File: src/rtl/vga_pride_pkg.sv
// vga_pride_pkg: shared widths, button map and index helpers
// for the pride-flag selector.
package vga_pride_pkg;

    localparam int FLAG_IDX_W      = 7;
    localparam int BTN_W           = 4;

    localparam int BTN_CLEAR       = 3;
    localparam int BTN_NEXT        = 2;
    localparam int BTN_PREV        = 1;
    localparam int BTN_LOAD        = 0;

    localparam int DEF_DB_BITS     = 18;
    localparam int DEF_AUTO_FRAMES = 300;

    typedef logic [FLAG_IDX_W-1:0] flag_idx_t;

    // Step forward, wrapping past lim back to 0.
    function automatic flag_idx_t idx_inc(
        input flag_idx_t cur,
        input flag_idx_t lim
    );
        return (cur < lim) ? cur + flag_idx_t'(1) : '0;
    endfunction

    // Step back, wrapping below 0 up to lim.
    function automatic flag_idx_t idx_dec(
        input flag_idx_t cur,
        input flag_idx_t lim
    );
        return (cur > '0) ? cur - flag_idx_t'(1) : lim;
    endfunction

    // Out-of-range loads fall back to the first flag.
    function automatic flag_idx_t idx_load(
        input flag_idx_t val,
        input flag_idx_t lim
    );
        return (val <= lim) ? val : '0;
    endfunction

endpackage

File: src/rtl/btn_debounce.sv
// btn_debounce: 2-flop synchronizer, counter debouncer and
// one-cycle press event for a single raw button.
module btn_debounce #(
    parameter int DB_BITS = 18
) (
    input  logic clk,
    input  logic rst_n,
    input  logic btn_i,
    output logic event_o
);

    logic               sync1_q;
    logic               sync2_q;
    logic               stable_q;
    logic               stable_d;
    logic               rise_q;
    logic               rise_d;
    logic [DB_BITS-1:0] cnt_q;
    logic [DB_BITS-1:0] cnt_d;

    // Count consecutive mismatches; flip the stable level on overflow.
    always_comb begin
        cnt_d    = '0;
        stable_d = stable_q;
        rise_d   = 1'b0;
        if (sync2_q != stable_q) begin
            if (&cnt_q) begin
                stable_d = sync2_q;
                rise_d   = sync2_q;
            end else begin
                cnt_d = cnt_q + DB_BITS'(1);
            end
        end
    end

    // Synchronizer, debounce state and press-event register.
    always_ff @(posedge clk or negedge rst_n) begin
        if (!rst_n) begin
            sync1_q  <= 1'b0;
            sync2_q  <= 1'b0;
            stable_q <= 1'b0;
            rise_q   <= 1'b0;
            cnt_q    <= '0;
        end else begin
            sync1_q  <= btn_i;
            sync2_q  <= sync1_q;
            stable_q <= stable_d;
            rise_q   <= rise_d;
            cnt_q    <= cnt_d;
        end
    end

    assign event_o = rise_q;

endmodule

File: src/rtl/flag_selector.sv
// flag_selector: debounced buttons pick the flag index shown next frame.
// Define AUTO_CYCLE_EN to build the auto-advance frame counter.
module flag_selector
    import vga_pride_pkg::*;
#(
    parameter int DB_BITS     = DEF_DB_BITS,
    parameter int AUTO_FRAMES = DEF_AUTO_FRAMES
) (
    input  logic                  clk,
    input  logic                  rst_n,
    input  logic [BTN_W-1:0]      btn,
    input  logic [FLAG_IDX_W-1:0] load_val,
    input  logic [FLAG_IDX_W-1:0] max_idx,
    input  logic                  frame_start,
    input  logic                  auto_en,
    output logic [FLAG_IDX_W-1:0] flag_idx,
    output logic                  changed
);

    logic [BTN_W-1:0] btn_ev;
    logic             auto_ev;
    flag_idx_t        next_idx_q;
    flag_idx_t        next_idx_d;
    flag_idx_t        flag_idx_q;
    flag_idx_t        flag_idx_d;
    logic             changed_q;
    logic             changed_d;

    for (genvar i = 0; i < BTN_W; i++) begin : g_db
        btn_debounce #(
            .DB_BITS (DB_BITS)
        ) u_db (
            .clk     (clk),
            .rst_n   (rst_n),
            .btn_i   (btn[i]),
            .event_o (btn_ev[i])
        );
    end

`ifdef AUTO_CYCLE_EN
    localparam int FC_W = $clog2(AUTO_FRAMES + 1);

    logic [FC_W-1:0] frm_cnt_q;
    logic [FC_W-1:0] frm_cnt_d;
    logic            auto_q;
    logic            auto_d;

    // Count frames while enabled; any button activity restarts the wait.
    always_comb begin
        frm_cnt_d = frm_cnt_q;
        auto_d    = 1'b0;
        if (!auto_en || (|btn_ev)) begin
            frm_cnt_d = '0;
        end else if (frame_start) begin
            if (frm_cnt_q == FC_W'(AUTO_FRAMES - 1)) begin
                frm_cnt_d = '0;
                auto_d    = 1'b1;
            end else begin
                frm_cnt_d = frm_cnt_q + FC_W'(1);
            end
        end
    end

    // Frame counter and auto-advance event register.
    always_ff @(posedge clk or negedge rst_n) begin
        if (!rst_n) begin
            frm_cnt_q <= '0;
            auto_q    <= 1'b0;
        end else begin
            frm_cnt_q <= frm_cnt_d;
            auto_q    <= auto_d;
        end
    end

    assign auto_ev = auto_q;
`else
    logic unused_auto;

    assign unused_auto = auto_en ^ (AUTO_FRAMES == 0);
    assign auto_ev     = 1'b0;
`endif

    // Resolve this cycle's events into the pending index, highest priority first.
    always_comb begin
        next_idx_d = next_idx_q;
        if (btn_ev[BTN_CLEAR]) begin
            next_idx_d = '0;
        end else if (btn_ev[BTN_NEXT]) begin
            next_idx_d = idx_inc(next_idx_q, max_idx);
        end else if (btn_ev[BTN_PREV]) begin
            next_idx_d = idx_dec(next_idx_q, max_idx);
        end else if (btn_ev[BTN_LOAD]) begin
            next_idx_d = idx_load(load_val, max_idx);
        end else if (auto_ev) begin
            next_idx_d = idx_inc(next_idx_q, max_idx);
        end else if (next_idx_q > max_idx) begin
            next_idx_d = '0;
        end
    end

    // Present the pending index only at frame start so a frame never tears.
    always_comb begin
        flag_idx_d = flag_idx_q;
        changed_d  = 1'b0;
        if (frame_start) begin
            flag_idx_d = next_idx_q;
            changed_d  = (next_idx_q != flag_idx_q);
        end
    end

    // Pending index, displayed index and change pulse.
    always_ff @(posedge clk or negedge rst_n) begin
        if (!rst_n) begin
            next_idx_q <= '0;
            flag_idx_q <= '0;
            changed_q  <= 1'b0;
        end else begin
            next_idx_q <= next_idx_d;
            flag_idx_q <= flag_idx_d;
            changed_q  <= changed_d;
        end
    end

    assign flag_idx = flag_idx_q;
    assign changed  = changed_q;

endmodule

File: config.mk
export PLATFORM = sky130hd
export DESIGN_NAME = flag_selector
export DESIGN_NICKNAME = d
export VERILOG_FILES = /design/src/rtl/vga_pride_pkg.sv /design/src/rtl/btn_debounce.sv /design/src/rtl/flag_selector.sv
export SDC_FILE = /design/constraint.sdc
export NUM_CORES = 1
export LEC_CHECK = 0
export ABC_AREA = 1
export BUFFER_PORTS_ARGS = -buffer_cell sky130_fd_sc_hd__buf_2
export CAP_MARGIN = 20
export CORE_MARGIN = 3
export CORE_UTILIZATION = 50
export CTS_CLUSTER_SIZE = 10
export DETAILED_ROUTE_END_ITERATION = 12
export PLACE_DENSITY = 0.78
export SLEW_MARGIN = 15
export SYNTH_ARGS = -nofsm -noshare
export SYNTH_HDL_FRONTEND = slang
export SYNTH_SLANG_ARGS = --single-unit
File: constraint.sdc
create_clock -name clk -period 2.1 [get_ports clk]
set_input_delay 0.315 -clock clk [delete_from_list [all_inputs] [get_ports clk]]
set_output_delay 0.315 -clock clk [all_outputs]
set_load 0.01 [all_outputs]
---- Word level (Yosys, flattened, before mapping) ----
Cells that the tools add are included.
cells by class
  muxes and demuxes ....................... 25
  bitwise logic cells ..................... 0
  multiply operators ...................... 0
  equal/unequal tests ..................... 5
  div/mod/pow operators ................... 0
  reductions and logical operators ........ 9
  shifts and indexed selects .............. 0
  order comparisons ....................... 4
  add/sub/neg operators ................... 6
operator list
  operator                                                       number
  2-to-1 mux 18 bit                                              8
  AND reduction 19 bit                                           4
  adder 18 x 1 -> 18 bit, second input constant                  4
  AND reduction 18 bit                                           4
  2-to-1 mux 7 bit                                               8
  2-to-1 mux 1 bit                                               9
  adder 7 x 1 -> 7 bit, second input constant                    1
  greater-than comparator 7 x 1 -> 1 bit, second input constant  1
  greater-than comparator 7 bit                                  1
  <= comparator 7 bit                                            1
  less-than comparator 7 bit                                     1
  != test 7 bit                                                  1
  subtractor 7 x 1 -> 7 bit, second input constant               1
  nonzero test 5 bit                                             1
  != test 1 bit                                                  4
storage, ports and cells
  memories ................................ 0
  latch bits .............................. 0
  bits in writable memories ............... 0
  input port bits ......................... 22
  bits in read-only memories .............. 0
  register bits ........................... 103

---- Depth between registers and ports, before layout ----
  depth in word-level cells ............... 6
  depth in mapped cells ................... 14
  depth with buffers taken out ............ 14

---- Cells and area by module ----
A second synthesis with hierarchy kept.
unflattened totals
  cells, all modules ...................... 794
  area total of the unflattened synthesis .. 6140.9 um2
by module, submodules not included
  module         cells an instance  area an instance (um2)  times used  seq. area each (um2)
  btn_debounce   132                1116.1                  4           550.5
  flag_selector  266                1676.6                  1           375.4

---- Worst setup path before layout ----
Ideal clock, no wire load.
  path kind ............................... register to register
  from .................................... reg next_idx_q[6]
  to ...................................... reg next_idx_q[0]
  path buffers ............................ 0
  data required time ...................... 1.984 ns
  library setup time ...................... 0.116 ns
  arrival ................................. 1.507 ns
  slack ................................... 0.477 ns
  cell stages (with the launch flop) ...... 11
  path through ............................ dfrtp_1 > ha_1 > a21o_1 > nor2_1 > nand2_1 > nand2_1 > nand2_1 > nand2_1 > nor2_1 > nand2_1 > nand2_1
on the way
  longest elaborated chain between the ends .. 5
  elaborated cells on any way between the ends .. 9
ends and longest elaborated chain
  item                                    RTL line              source
  from (decl)                             flag_selector.sv:22   flag_idx_t next_idx_q;
  from (signal assigned)                  flag_selector.sv:118  next_idx_q <= next_idx_d;
  greater-than comparator 7 x 1 -> 1 bit  vga_pride_pkg.sv:31   return (cur > '0) ? cur - flag_idx_t'(1) : lim;
  2-to-1 mux 7 bit                        vga_pride_pkg.sv:31
  2-to-1 mux 7 bit                        flag_selector.sv:90   end else if (btn_ev[BTN_PREV]) begin
  2-to-1 mux 7 bit                        flag_selector.sv:88   end else if (btn_ev[BTN_NEXT]) begin
  2-to-1 mux 7 bit                        flag_selector.sv:86   if (btn_ev[BTN_CLEAR]) begin
Parallel ways exist; a longest one is shown, timed or not.
A chain may end at the register's enable or synchronous reset.

---- Final worst setup path ----
  from .................................... reg next_idx_q[0]
  to ...................................... reg next_idx_q[4]
on the way
  longest elaborated chain between the ends .. 5
  elaborated cells on any way between the ends .. 11
ends and longest elaborated chain
  item                                                                                        RTL line
  subtractor 7 x 1 -> 7 bit / greater-than comparator 7 x 1 -> 1 bit (equally long branches)  vga_pride_pkg.sv:31
  2-to-1 mux 7 bit                                                                            vga_pride_pkg.sv:31
  2-to-1 mux 7 bit                                                                            flag_selector.sv:90
  2-to-1 mux 7 bit                                                                            flag_selector.sv:88
  2-to-1 mux 7 bit                                                                            flag_selector.sv:86
Parallel ways exist; a longest one is shown, timed or not.

==> flow_metrics.tcl <==
set metrics [dict create \
    fin_tns_setup_ns 0 \
    place_inst 911 \
    setup_ws_ns 0.173 \
    preCtsSetupSlack_ns 0.229 \
    setup_viol 0 \
    core_area_mm2 0.0112 \
    fmax_mhz 519 \
    netlist_area_mm2 0.00587 \
    cts_resized 0 \
    gp_congestion 0.863 \
    drt_iter0_markers 349 \
    cp.arrival_ns 2.22 \
    diodes 0 \
    final_cell_mix "178 x nand2_1, 103 x nor2_1, 103 x dfrtp_1" \
    crit_buf_inv 1 \
    nets 826 \
    clockBufferDepth 2 \
    grt_pass1_wl_um 19900 \
    required_ns 2.39 \
    syn_nets 781 \
    end_kind "register" \
    whs_ns 0.0710 \
    die_h_um 114 \
    area_growth_pct 13.0 \
    synth_cell_types 37 \
    comb_power_share_pct 6.5 \
    hold_buffers 1 \
    worstSetupPathType "reg -> reg" \
    synth_cells 738 \
    synth_ff_type "dfrtp_1" \
    grt_pass1_vias 4456 \
    clkLatencyLatePin_ns 0.35 \
    drt-pass1-iter-count 6 \
    antenna_found_initial 0 \
    outcome "finished, final reports clean" \
    synthArstFlopShare_pct 100 \
    num_vias 4711 \
    relSlewSlack_pct 63.7 \
    rrSetupSlack_ns 0.17 \
    dieArea_mm2 0.0131 \
    ios 30 \
    worstPathMaxFanout 7 \
    path_delay_family "simple AND/OR/NAND/NOR gates" \
    yosysSeqAreaShare_pct 43.9 \
    post-route-period-util_pct 91.8 \
    postCtsSetupBuffers 0 \
    htree_levels 3 \
    seqPwrFrac_pct 47.9 \
    path_cells "inv_1 > ha_1 > nand3b_1 > nand2_1 > nand2_1 > nand2_1 > nand2_1 > nand2_1 > nand2_1 > nor2_1 > nand2_1 > nand2_1" \
    vias_per_cell 5.08 \
    post-route-drc-count 0 \
    p_sw_mw 0.943 \
    internal-power_mw 3.32 \
    cts_tree "done" \
    startpoint_type "register" \
    vdd_ir_drop_max_mv 0.632 \
    postRouteAntennaNets 0 \
    start_util_pct 52.5 \
    swShare_pct 22.1 \
    slowest_delay_ns 0.45 \
    final_common_cell "nand2_1" \
    cts_buffers 9 \
    rsz0062_at_grt "false" \
    port_buffers 28 \
    cts_sinks 103 \
    cap_violations 0 \
    ys_seq_elements 103 \
    drive_above_1_share_pct 13.8 \
    root_buffer "clkbuf_16" \
    grt_start_max_net_pins 38 \
    tightest_slew_ns 0.540 \
    rows 38 \
    skew_ns 0.00765 \
    synth_edf_count 0 \
    wl_per_cell_um 12.2 \
    grt.total_usage_pct 18.7 \
    final_cell_count_no_fill 928 \
    power_mw 4.26 \
    cts.clk_slew.worst_paths_ns 0.07 \
    fp.dieW_um 114 \
    hp-class "in -> reg" \
    wirelength_um 11300 \
    dp_hpwl_um 8160 \
    drv_slew 0 \
    ys_warn_count 0 \
    crit_top_cell "nand2_1" \
    clkPwrFrac_pct 45.5 \
    grt_overflow_total 0 \
    syn_area_per_cell_um2 7.95 \
    hold_viol 0 \
    power_density_mw_per_mm2 642 \
    slowest_stage "dfrtp_1" \
    period_needed_ns 1.93 \
    cellLeakagePower_nw 3.29 \
]
==> metal layers <==
metal / up-vias / track usage, % / routed length, µm
met5: - / 0 / 0
met4: 0 / 5.38 / 165
met3: 17 / 4.55 / 473
met2: 83 / 30.1 / 5240
met1: 2178 / 25.2 / 5400
li1: 2433 / - / -
==> synthesized netlist by cell type (2+ instances only) <==
library cell | number | area share (%)
a211oi_1 | 2 | 0.26
a21o_1 | 4 | 0.51
a21oi_1 | 18 | 1.5
buf_2 | 4 | 0.34
clkbuf_1 | 3 | 0.19
dfrtp_1 | 103 | 44
ha_1 | 21 | 4.5
inv_1 | 88 | 5.6
inv_2 | 3 | 0.19
nand2_1 | 178 | 11
nand2_2 | 10 | 1.1
nand2_4 | 4 | 0.77
nand3_1 | 32 | 2.7
nand3_2 | 6 | 1.0
nand4_1 | 20 | 2.1
nand4_2 | 2 | 0.43
nor2_1 | 103 | 6.6
nor2_2 | 20 | 2.1
nor2_4 | 3 | 0.58
nor3_1 | 18 | 1.5
nor3_2 | 2 | 0.34
nor3b_1 | 5 | 0.64
o21a_1 | 2 | 0.26
o21ai_0 | 20 | 1.7
o22ai_1 | 4 | 0.43
xnor2_1 | 20 | 3.0
xor2_1 | 33 | 4.9
==> kinds of logic after synthesis <==
kind of cell	share of synthesized area [%]
AO/OA/AOI/OAI	5.05
XOR/XNOR	7.91
adder cells (fa/ha/maj)	4.48
buffers and inverters	6.52
flip-flops	43.9
AND/OR/NAND/NOR	32.1
==> state kept, by name (all words and copies together), names as in the netlist <==
name and cells:
g_db.u_db.sync1_q 4, next_idx_q 7, g_db.u_db.sync2_q 4, changed 1, g_db.u_db.cnt_q 72, flag_idx 7
g_db.u_db.stable_q 4, g_db.u_db.event_o 4
==> path summary, 6_finish.rpt <==
path / end / startpoint / cells after the start
max: next_idx_q[4]$_DFFE_PN0P_ / next_idx_q[0]$_DFFE_PN0P_ / 12
min: g_db[3].u_db.sync1_q$_DFF_PN0_ / btn[3] / 1
max reg2reg: next_idx_q[4]$_DFFE_PN0P_ / next_idx_q[0]$_DFFE_PN0P_ / 12
min reg2reg: g_db[1].u_db.sync2_q$_DFF_PN0_ / g_db[1].u_db.sync1_q$_DFF_PN0_ / 0
max in group asynchronous: next_idx_q[5]$_DFFE_PN0P_ / rst_n / 3
min in group asynchronous: g_db[2].u_db.cnt_q[0]$_DFF_PN0_ / rst_n / 2
==> power by group through the flow <==
stage | Sequential (mW) | Clock [mW] | Combinational (mW)
2_1_floorplan | 2.08 | 0 | 0.147
3_3_place_gp | 2.08 | 0 | 0.276
3_5_place_dp | 2.08 | 0 | 0.279
4_1_cts | 2.04 | 1.99 | 0.284
5_1_grt | 2.05 | 2.06 | 0.320
6_report | 2.04 | 1.94 | 0.278
==> stage by stage <==
step           area (µm²)  util (%)
2_1_floorplan        5870         -
4_1_cts              6630      59.4
3_3_place_gp         6270      56.2
6_report             6630      59.4
3_5_place_dp         6270      56.2
5_1_grt              6630      59.4
==> final cells by class <==
class                   instances  area (µm²)
flip-flops and latches        103        2580
multi-input cells             535        2910
clock buffers                  11         243
inverters                      92         347
fillers                       958        4540
clock inverters                 5         104
well taps                     140         175
repair buffers                 42         275
Note: power is estimated with default switching activity, not from simulation.
